==> config.mk <==
export PLATFORM = sky130hd
export DESIGN_NAME = cdb_rr_arbiter_flat
export DESIGN_NICKNAME = d
export VERILOG_FILES = /design/src/rtl/cdb_rr_arbiter_if.sv /design/src/rtl/cdb_rr_arbiter.sv /design/src/flat_wrapper.sv
export SDC_FILE = /design/constraint.sdc
export NUM_CORES = 1
export LEC_CHECK = 0
export BUFFER_PORTS_ARGS = -buffer_cell sky130_fd_sc_hd__buf_2
export CAP_MARGIN = 0
export CORE_AREA = 2 2 141 143
export DETAILED_ROUTE_END_ITERATION = 10
export DIE_AREA = 0 0 143 145
export PLACE_DENSITY = 0.62
export SYNTH_ARGS = -nofsm -noshare
export SYNTH_HDL_FRONTEND = slang
export SYNTH_SLANG_ARGS = --single-unit
==> constraint.sdc <==
create_clock -name clk -period 52.8 [get_ports clk]
set_clock_uncertainty 0.05 [all_clocks]
set_input_delay 7.92 -clock clk [delete_from_list [all_inputs] [get_ports clk]]
set_output_delay 7.92 -clock clk [all_outputs]
set_load 0.02 [all_outputs]
==> src/rtl/cdb_rr_arbiter_if.sv <==
// ---------------------------------------------------------------------------
// CdbRrArbiterIf
// Bundles the request/grant signals between the reservation-station sources
// and the common data bus arbiter.
//
//   request      : N        one bit per source holding a finished result
//   stall        : 1        CDB unavailable this cycle
//   grant        : N        one bit per source driving a channel this cycle
//   bus_valid    : K        one bit per channel carrying a granted source
//   bus_source   : K*IDXW   packed source index per channel (0 when idle)
//   cdb_active   : 1        any grant this cycle
//   priority_ptr : IDXW     current round-robin start index
//
// Modports:
//   master : the side that raises requests and watches the grants
//   slave  : the arbiter itself
// ---------------------------------------------------------------------------
interface cdb_rr_arbiter_if #(
    parameter int N    = 16,
    parameter int K    = 2,
    parameter int IDXW = $clog2(N)
);
    logic [N-1:0]      request;
    logic              stall;
    logic [N-1:0]      grant;
    logic [K-1:0]      bus_valid;
    logic [K*IDXW-1:0] bus_source;
    logic              cdb_active;
    logic [IDXW-1:0]   priority_ptr;

    modport master (
        output request,
        output stall,
        input  grant,
        input  bus_valid,
        input  bus_source,
        input  cdb_active,
        input  priority_ptr
    );

    modport slave (
        input  request,
        input  stall,
        output grant,
        output bus_valid,
        output bus_source,
        output cdb_active,
        output priority_ptr
    );
endinterface

==> src/rtl/cdb_rr_arbiter.sv <==
// ---------------------------------------------------------------------------
// cdb_rr_arbiter
// Round-robin arbiter granting up to K common data bus channels per cycle
// among N requesting sources. Grants are combinational (zero latency); only
// the round-robin start pointer is registered.
//
// Ports:
//   clk    : rising-edge clock
//   reset  : asynchronous, active-high reset
//   arb    : CdbRrArbiterIf slave modport (request/stall in, grants out)
// ---------------------------------------------------------------------------
module cdb_rr_arbiter #(
    parameter int N    = 16,
    parameter int K    = 2,
    parameter int IDXW = $clog2(N)
) (
    input  logic              clk,
    input  logic              reset,
    cdb_rr_arbiter_if.slave   arb
);

    logic [IDXW-1:0]   ptr_q;
    logic [IDXW-1:0]   ptr_d;
    logic [N-1:0]      grantComb;
    logic [K-1:0]      busValidComb;
    logic [K*IDXW-1:0] busSourceComb;
    int                found;
    int                scanIdx;

    // Walk all N sources starting at the pointer, wrapping modulo N, and hand
    // channels out in the order requesters are found. The scan index is
    // formed in plain int arithmetic and folded by a single subtraction so a
    // non-power-of-two N can never produce an out-of-range index. The next
    // pointer tracks one past the most recent grant; with no grant it holds.
    always_comb begin
        grantComb     = '0;
        busValidComb  = '0;
        busSourceComb = '0;
        ptr_d         = ptr_q;
        found         = 0;
        scanIdx       = 0;
        if (!reset && !arb.stall) begin
            for (int s = 0; s < N; s++) begin
                scanIdx = int'(ptr_q) + s;
                if (scanIdx >= N) begin
                    scanIdx = scanIdx - N;
                end
                if (arb.request[scanIdx] && (found < K)) begin
                    grantComb[scanIdx]                     = 1'b1;
                    busValidComb[found]                    = 1'b1;
                    busSourceComb[found*IDXW +: IDXW]      = IDXW'(scanIdx);
                    ptr_d = (scanIdx == N - 1) ? '0 : IDXW'(scanIdx + 1);
                    found = found + 1;
                end
            end
        end
    end

    // Pointer register; reset clears it immediately and keeps it at zero for
    // as long as reset is held.
    always_ff @(posedge clk or posedge reset) begin
        if (reset) begin
            ptr_q <= '0;
        end else begin
            ptr_q <= ptr_d;
        end
    end

    // Drive the interface outputs.
    assign arb.grant        = grantComb;
    assign arb.bus_valid    = busValidComb;
    assign arb.bus_source   = busSourceComb;
    assign arb.cdb_active   = |grantComb;
    assign arb.priority_ptr = ptr_q;

endmodule

==> src/flat_wrapper.sv <==
// flat-port wrapper written by rule: the top's interface ports become plain ports
module cdb_rr_arbiter_flat 
#(
    parameter int N    = 16,
    parameter int K    = 2,
    parameter int IDXW = $clog2(N)
)
  (clk, reset, arb_request, arb_stall, arb_grant, arb_bus_valid, arb_bus_source, arb_cdb_active, arb_priority_ptr);
  cdb_rr_arbiter_if #(.N(N), .K(K), .IDXW(IDXW)) arb_i ();
  input  logic clk;
  input  logic reset;
  input wire logic [$bits(arb_i.request)-1:0] arb_request;
  input wire logic [$bits(arb_i.stall)-1:0] arb_stall;
  output wire logic [$bits(arb_i.grant)-1:0] arb_grant;
  output wire logic [$bits(arb_i.bus_valid)-1:0] arb_bus_valid;
  output wire logic [$bits(arb_i.bus_source)-1:0] arb_bus_source;
  output wire logic [$bits(arb_i.cdb_active)-1:0] arb_cdb_active;
  output wire logic [$bits(arb_i.priority_ptr)-1:0] arb_priority_ptr;
  assign arb_i.request = arb_request;
  assign arb_i.stall = arb_stall;
  assign arb_grant = arb_i.grant;
  assign arb_bus_valid = arb_i.bus_valid;
  assign arb_bus_source = arb_i.bus_source;
  assign arb_cdb_active = arb_i.cdb_active;
  assign arb_priority_ptr = arb_i.priority_ptr;
  cdb_rr_arbiter #(.N(N), .K(K), .IDXW(IDXW)) u_core (.clk(clk), .reset(reset), .arb(arb_i));
endmodule
==> flow_summary.toml, run 1 <==
[outcome]
run_status = "finished, violations left"
violations = "capacitance limit, slew limit"

[finish]
diodes = 0
layout-drive-gt1-share_pct = 13.2
nFillCells = 1983
syn2layout_area_growth_pct = 7.06
final_cells = 1569
largest_reg_flops = 4
postLayoutCoreUtil_pct = 48.7
finalNetCount = 1388

[floorplan]
die_h_um = 145
io_pins = 50
core_region_area_um2 = 19200
die-area_um2 = 20700
start_util_pct = 45.5
die_w_um = 143
rows = 51

[run]
maxCapViolCount = 1

[critical_path]
critPathLaunchType = "primary input"
path_class = "primary input to primary output"
cp_common_cell = "ha_1"
cp_max_fo = 25
critPathRequiredTime_ns = 44.83
r2r_start = "u_core.arb.priority_ptr[1]"
ff2ff_setup_slack_ns = 33.98
cpMaxStageDelayCell = "o2111a_1"
crit_end = "arb_bus_source[5]"
startpoint = "arb_request[14]"
cp.arrival_ns = 23.65
reg2reg_depth = 55
r2r-end = "u_core.arb.priority_ptr[0]"
cpPeakStageDelay_ns = 0.83
crit_path_end_kind = "primary output"

[sta]
rsz0062_at_grt = "false"
hold_viol = 0
report.final.slew_viol_count = 3
fmax_mhz = 31.6
finalSetupViolations = 0
finalCriticalPeriod_ns = 31.62
tightest_slew_ns = 1.63
setup_ws_ns = 21.18
fin_tns_setup_ns = 0
relSlewSlack_pct = -9.96
period_share_pct = 59.9

[routing]
antenna_left = 0
drt_first_pass_iters = 6
vias_per_cell = 7.29
first_iter_violations = 1687
drt-total-wl_um = 41000
num_vias = 11400
drc_errors = 0
wl_per_cell_um = 26.1

[logic_synthesis]
seq_area_frac_synth_pct = 1.15
synth_edf_count = 0
ys_warn_count = 0
async_flop_share_pct = 100
synth.distinct_cells = 105
synth_cells = 1293
syn_area_um2 = 8730
synth_ff_type = "dfrtp_1"
ys_ff_latch = 4
avgSynthCellArea_um2 = 6.75

[hold_path]
hp-class = "register to register"
hp-start = "u_core.arb.priority_ptr[1]"

[clocking]
clkTransAtPathRegs_ns = 0.03
clkLatencyLatePin_ns = 0.23
clockBufferDepth = 2
cts_resized = 0
ctsRootBufferMaster = "clkbuf_16"
clock_sinks = 4
cts_tree = "done"
postCtsSetupRepairBufs = 0
holdBufCountCts = 0
cts_max_level = 1
cts-buffers-inserted = 3

[global_routing]
grt_pass1_vias = 10400
antenna_found_initial = 0
grt_pass1_wl_um = 61600
grt_overflow_total = 0
grt_use_total_pct = 38.0
grt_max_degree = 46

[placed_design]
port_buffers = 49
gp_congestion = 1.05
place_inst = 1565
place_hpwl_um = 30000
place_worst_setup_slack_ns = 21.53
==> stage by stage <==
stage               area (µm²)  hold WS, ns
floorplan                 8770         1.12
global placement          9270        0.807
detailed placement        9270        0.793
CTS                       9350        0.802
global route              9350        0.831
finish                    9350        0.830
==> per-layer routing <==
| metal | vias to the layer above | part of all wire (%) | track usage, % |
|---|---|---|---|
| li1 | 5029 | - | - |
| met1 | 5312 | 39 | 53.1 |
| met2 | 894 | 42 | 57.4 |
| met3 | 201 | 12 | 4.55 |
| met4 | 0 | 6.3 | 18.9 |
| met5 | - | 0 | 0 |
==> how the worst min path moves through the flow <==
stage | endpoint | slack, ns | cells after the start
after floorplan | u_core.arb.priority_ptr[1] | 1.12 | 5
after CTS | u_core.arb.priority_ptr[1] | 0.80 | 2
after global routing | u_core.arb.priority_ptr[1] | 0.83 | 2
after global placement | u_core.arb.priority_ptr[1] | 0.81 | 2
after detailed placement | u_core.arb.priority_ptr[1] | 0.79 | 2
final | u_core.arb.priority_ptr[1] | 0.83 | 2
==> critical path, delay by kind of cell <==
| kind | cells | cell delay [ns] |
|---|---|---|
| mux | 2 | 0.72 |
| simple gates | 21 | 4.63 |
| fa+ha+maj | 9 | 3.20 |
| buf+inv | 9 | 1.76 |
| compound gates | 14 | 4.77 |
| xor+xnor | 2 | 0.61 |
==> cell type report <==
type,instances,area [µm²],area share (%)
Inverter,56,218,2.33
Timing Repair Buffer,82,493,5.27
Sequential cell,4,101,1.08
Clock buffer,4,78.8,0.843
Tap cell,265,332,3.55
Multi-Input combinational cell,1158,8130,86.9
==> layout by cell type (no fill, tap or decap), drive strengths merged, types with 8 or more instances in the layout <==
master   instances
o22ai           21
o221ai          16
mux2            10
nor2           133
nand2          148
o211a            8
mux2i           35
a31oi           48
conb            13
inv             54
o21ai           70
or4             11
ha              64
a32oi           12
xnor2           30
and3            20
nand3           76
mux4            23
xor2             8
nand4           10
or3             11
buf             82
o211ai          19
nor3            38
a2111oi          8
and2            20
nor2b            8
a21oi           74
nor4            20
a21o             9
a22oi           10
nor3b           10
a211oi          22
a221oi          19
==> logic make-up (layout without fill, tap and decap cells) <==
group	after synthesis	after routing	share of synthesized area [%]
other	2	13	0.0860
adders and majority gates	67	67	9.51
AOI/OAI and AO/OA	428	428	35.2
buffers and inverters	142	142	6.49
DFF	4	4	1.15
xor gates and xnor gates	39	39	5.19
and+or+nand+nor	543	543	31.1
muxes	68	68	11.3
==> synthesized netlist by cell type (9+ instances only) <==
cell type	count	area share (%)
a211oi_1	19	1.6
a21oi_1	73	4.2
a221oi_1	19	1.9
a22oi_1	10	0.86
a31oi_1	48	3.4
a32oi_1	12	1.2
and2_1	19	1.4
and3_1	20	1.4
clkbuf_1	71	3.1
ha_1	64	9.2
inv_1	43	1.8
mux2_2	9	1.2
mux2i_1	35	4.0
mux4_2	23	5.9
nand2_1	147	6.3
nand3_1	76	4.4
nand4_1	10	0.72
nor2_1	130	5.6
nor3_1	37	2.1
nor4_1	18	1.3
o211ai_1	17	1.5
o21ai_0	67	3.8
o221ai_1	16	1.6
o22ai_1	21	1.5
or3_1	11	0.79
or4_1	11	0.95
xnor2_1	23	2.3
Power of run 1 is left out: the tool's default activity adds up to more than one toggle a clock period on the data nets, which glitch-free logic cannot reach.
==> inputs of run 2 (changes only) <==
Clock period 52.8 ns to 30.3 ns, I/O delays scaled along.
==> flow_summary.toml, run 2 (synthesis gave the netlist of run 1 again) <==
[routing]
drt_first_pass_iters = 5
drt-total-wl_um = 41000
first_iter_violations = 1599
wl_per_cell_um = 26.1
antenna_left = 0
drc_errors = 0
vias_per_cell = 7.24
num_vias = 11400

[clocking]
cts_tree = "done"
clockBufferDepth = 2
holdBufCountCts = 0
ctsRootBufferMaster = "clkbuf_16"
cts_resized = 0
clkTransAtPathRegs_ns = 0.03
cts-buffers-inserted = 3
clock_sinks = 4
cts_max_level = 1
postCtsSetupRepairBufs = 0
clkLatencyLatePin_ns = 0.23

[finish]
syn2layout_area_growth_pct = 7.32
final_common_cell = "nand2_1"
mostFrequentLayoutCells = "nand2_1, nor2_1, nand3_1"
layout-drive-gt1-share_pct = 13.4
finalNetCount = 1391
final_cells = 1572
diodes = 0
largest_reg_flops = 4

[global_routing]
grt_use_total_pct = 38.6
antenna_found_initial = 0
grt_overflow_total = 0
grt_pass1_vias = 10600
grt_pass1_wl_um = 62700
grt_max_degree = 46

[placed_design]
port_buffers = 49
place_hpwl_um = 30400
gp_congestion = 1.02
place_inst = 1568

[critical_path]
crit_path_end_kind = "primary output"
cp_common_cell = "ha_1"
cpPeakStageDelay_ns = 0.85
path_class = "primary input to primary output"
cpMaxStageDelayCell = "o2111a_1"
critPathRequiredTime_ns = 25.70
critPathLaunchType = "primary input"
cp.arrival_ns = 20.31
cp_max_fo = 25

[sta]
rsz0062_at_grt = "false"
finalSetupViolations = 0
hold_viol = 0
report.final.slew_viol_count = 0
fmax_mhz = 40.1
tightest_slew_ns = 1.05
relSlewSlack_pct = 29.6
fin_tns_setup_ns = 0
period_share_pct = 82.2
finalCriticalPeriod_ns = 24.91

[outcome]
run_status = "finished clean"

[floorplan]
die_w_um = 143
io_pins = 50
core_region_area_um2 = 19200
die_h_um = 145
rows = 51
start_util_pct = 45.5
die-area_um2 = 20700

[run]
maxCapViolCount = 0

[hold_path]
hp-class = "register to register"
## run 2: changes by cell type in the layout (fill, tap and decap cells not counted)
cell,before,now
buf_4,33,36
## run 2: critical path: cells and delay by family
kind                     cells  cell delay [ns]
AO/OA/AOI/OAI               14             4.73
XOR/XNOR                     2             0.62
adder cells (fa/ha/maj)      9             3.21
buffers and inverters        9             1.79
multiplexers                 2             0.72
AND/OR/NAND/NOR             21             4.65
## run 2: per-layer routing
| layer | routed length, µm | vias to the layer above | global-route usage, % |
|---|---|---|---|
| li1 | - | 5045 | - |
| met1 | 16000 | 5378 | 52.0 |
| met2 | 17600 | 773 | 57.9 |
| met3 | 4780 | 184 | 7.52 |
| met4 | 2670 | 0 | 20.4 |
| met5 | 0 | - | 0 |
## run 2: final cells by class
type,instances,area (µm²)
Fill cell,2017,9840
Inverter,56,218
Clock buffer,4,78.8
Multi-Input combinational cell,1158,8130
Timing Repair Buffer,85,515
Sequential cell,4,101
Tap cell,265,332
## run 2: final timing paths
kind	from	endpoint	slack, ns	cells after the start
max	arb_request[10]	arb_bus_source[5]	5.39	57
min	u_core.arb.priority_ptr[3]	u_core.arb.priority_ptr[3]	0.85	2
max reg2reg	u_core.arb.priority_ptr[0]	u_core.arb.priority_ptr[0]	12.33	57
min reg2reg	u_core.arb.priority_ptr[3]	u_core.arb.priority_ptr[3]	0.85	2
max in group asynchronous	reset	u_core.arb.priority_ptr[0]	25.89	2
min in group asynchronous	reset	u_core.arb.priority_ptr[3]	4.15	2
## run 2: metrics by stage
stage | hold slack (ns) | worst slack (ns) | instance area [µm²] | utilization (%)
after global routing | 0.876 | 4.56 | 9370 | 48.8
after CTS | 0.851 | 5.82 | 9370 | 48.8
final | 0.849 | 5.39 | 9370 | 48.8
after detailed placement | 0.841 | 5.85 | 9290 | 48.4
after global placement | 0.854 | 6.37 | 9290 | 48.4
after floorplan | 1.12 | 8.50 | 8770 | -
Power of run 2 is left out for the same reason.
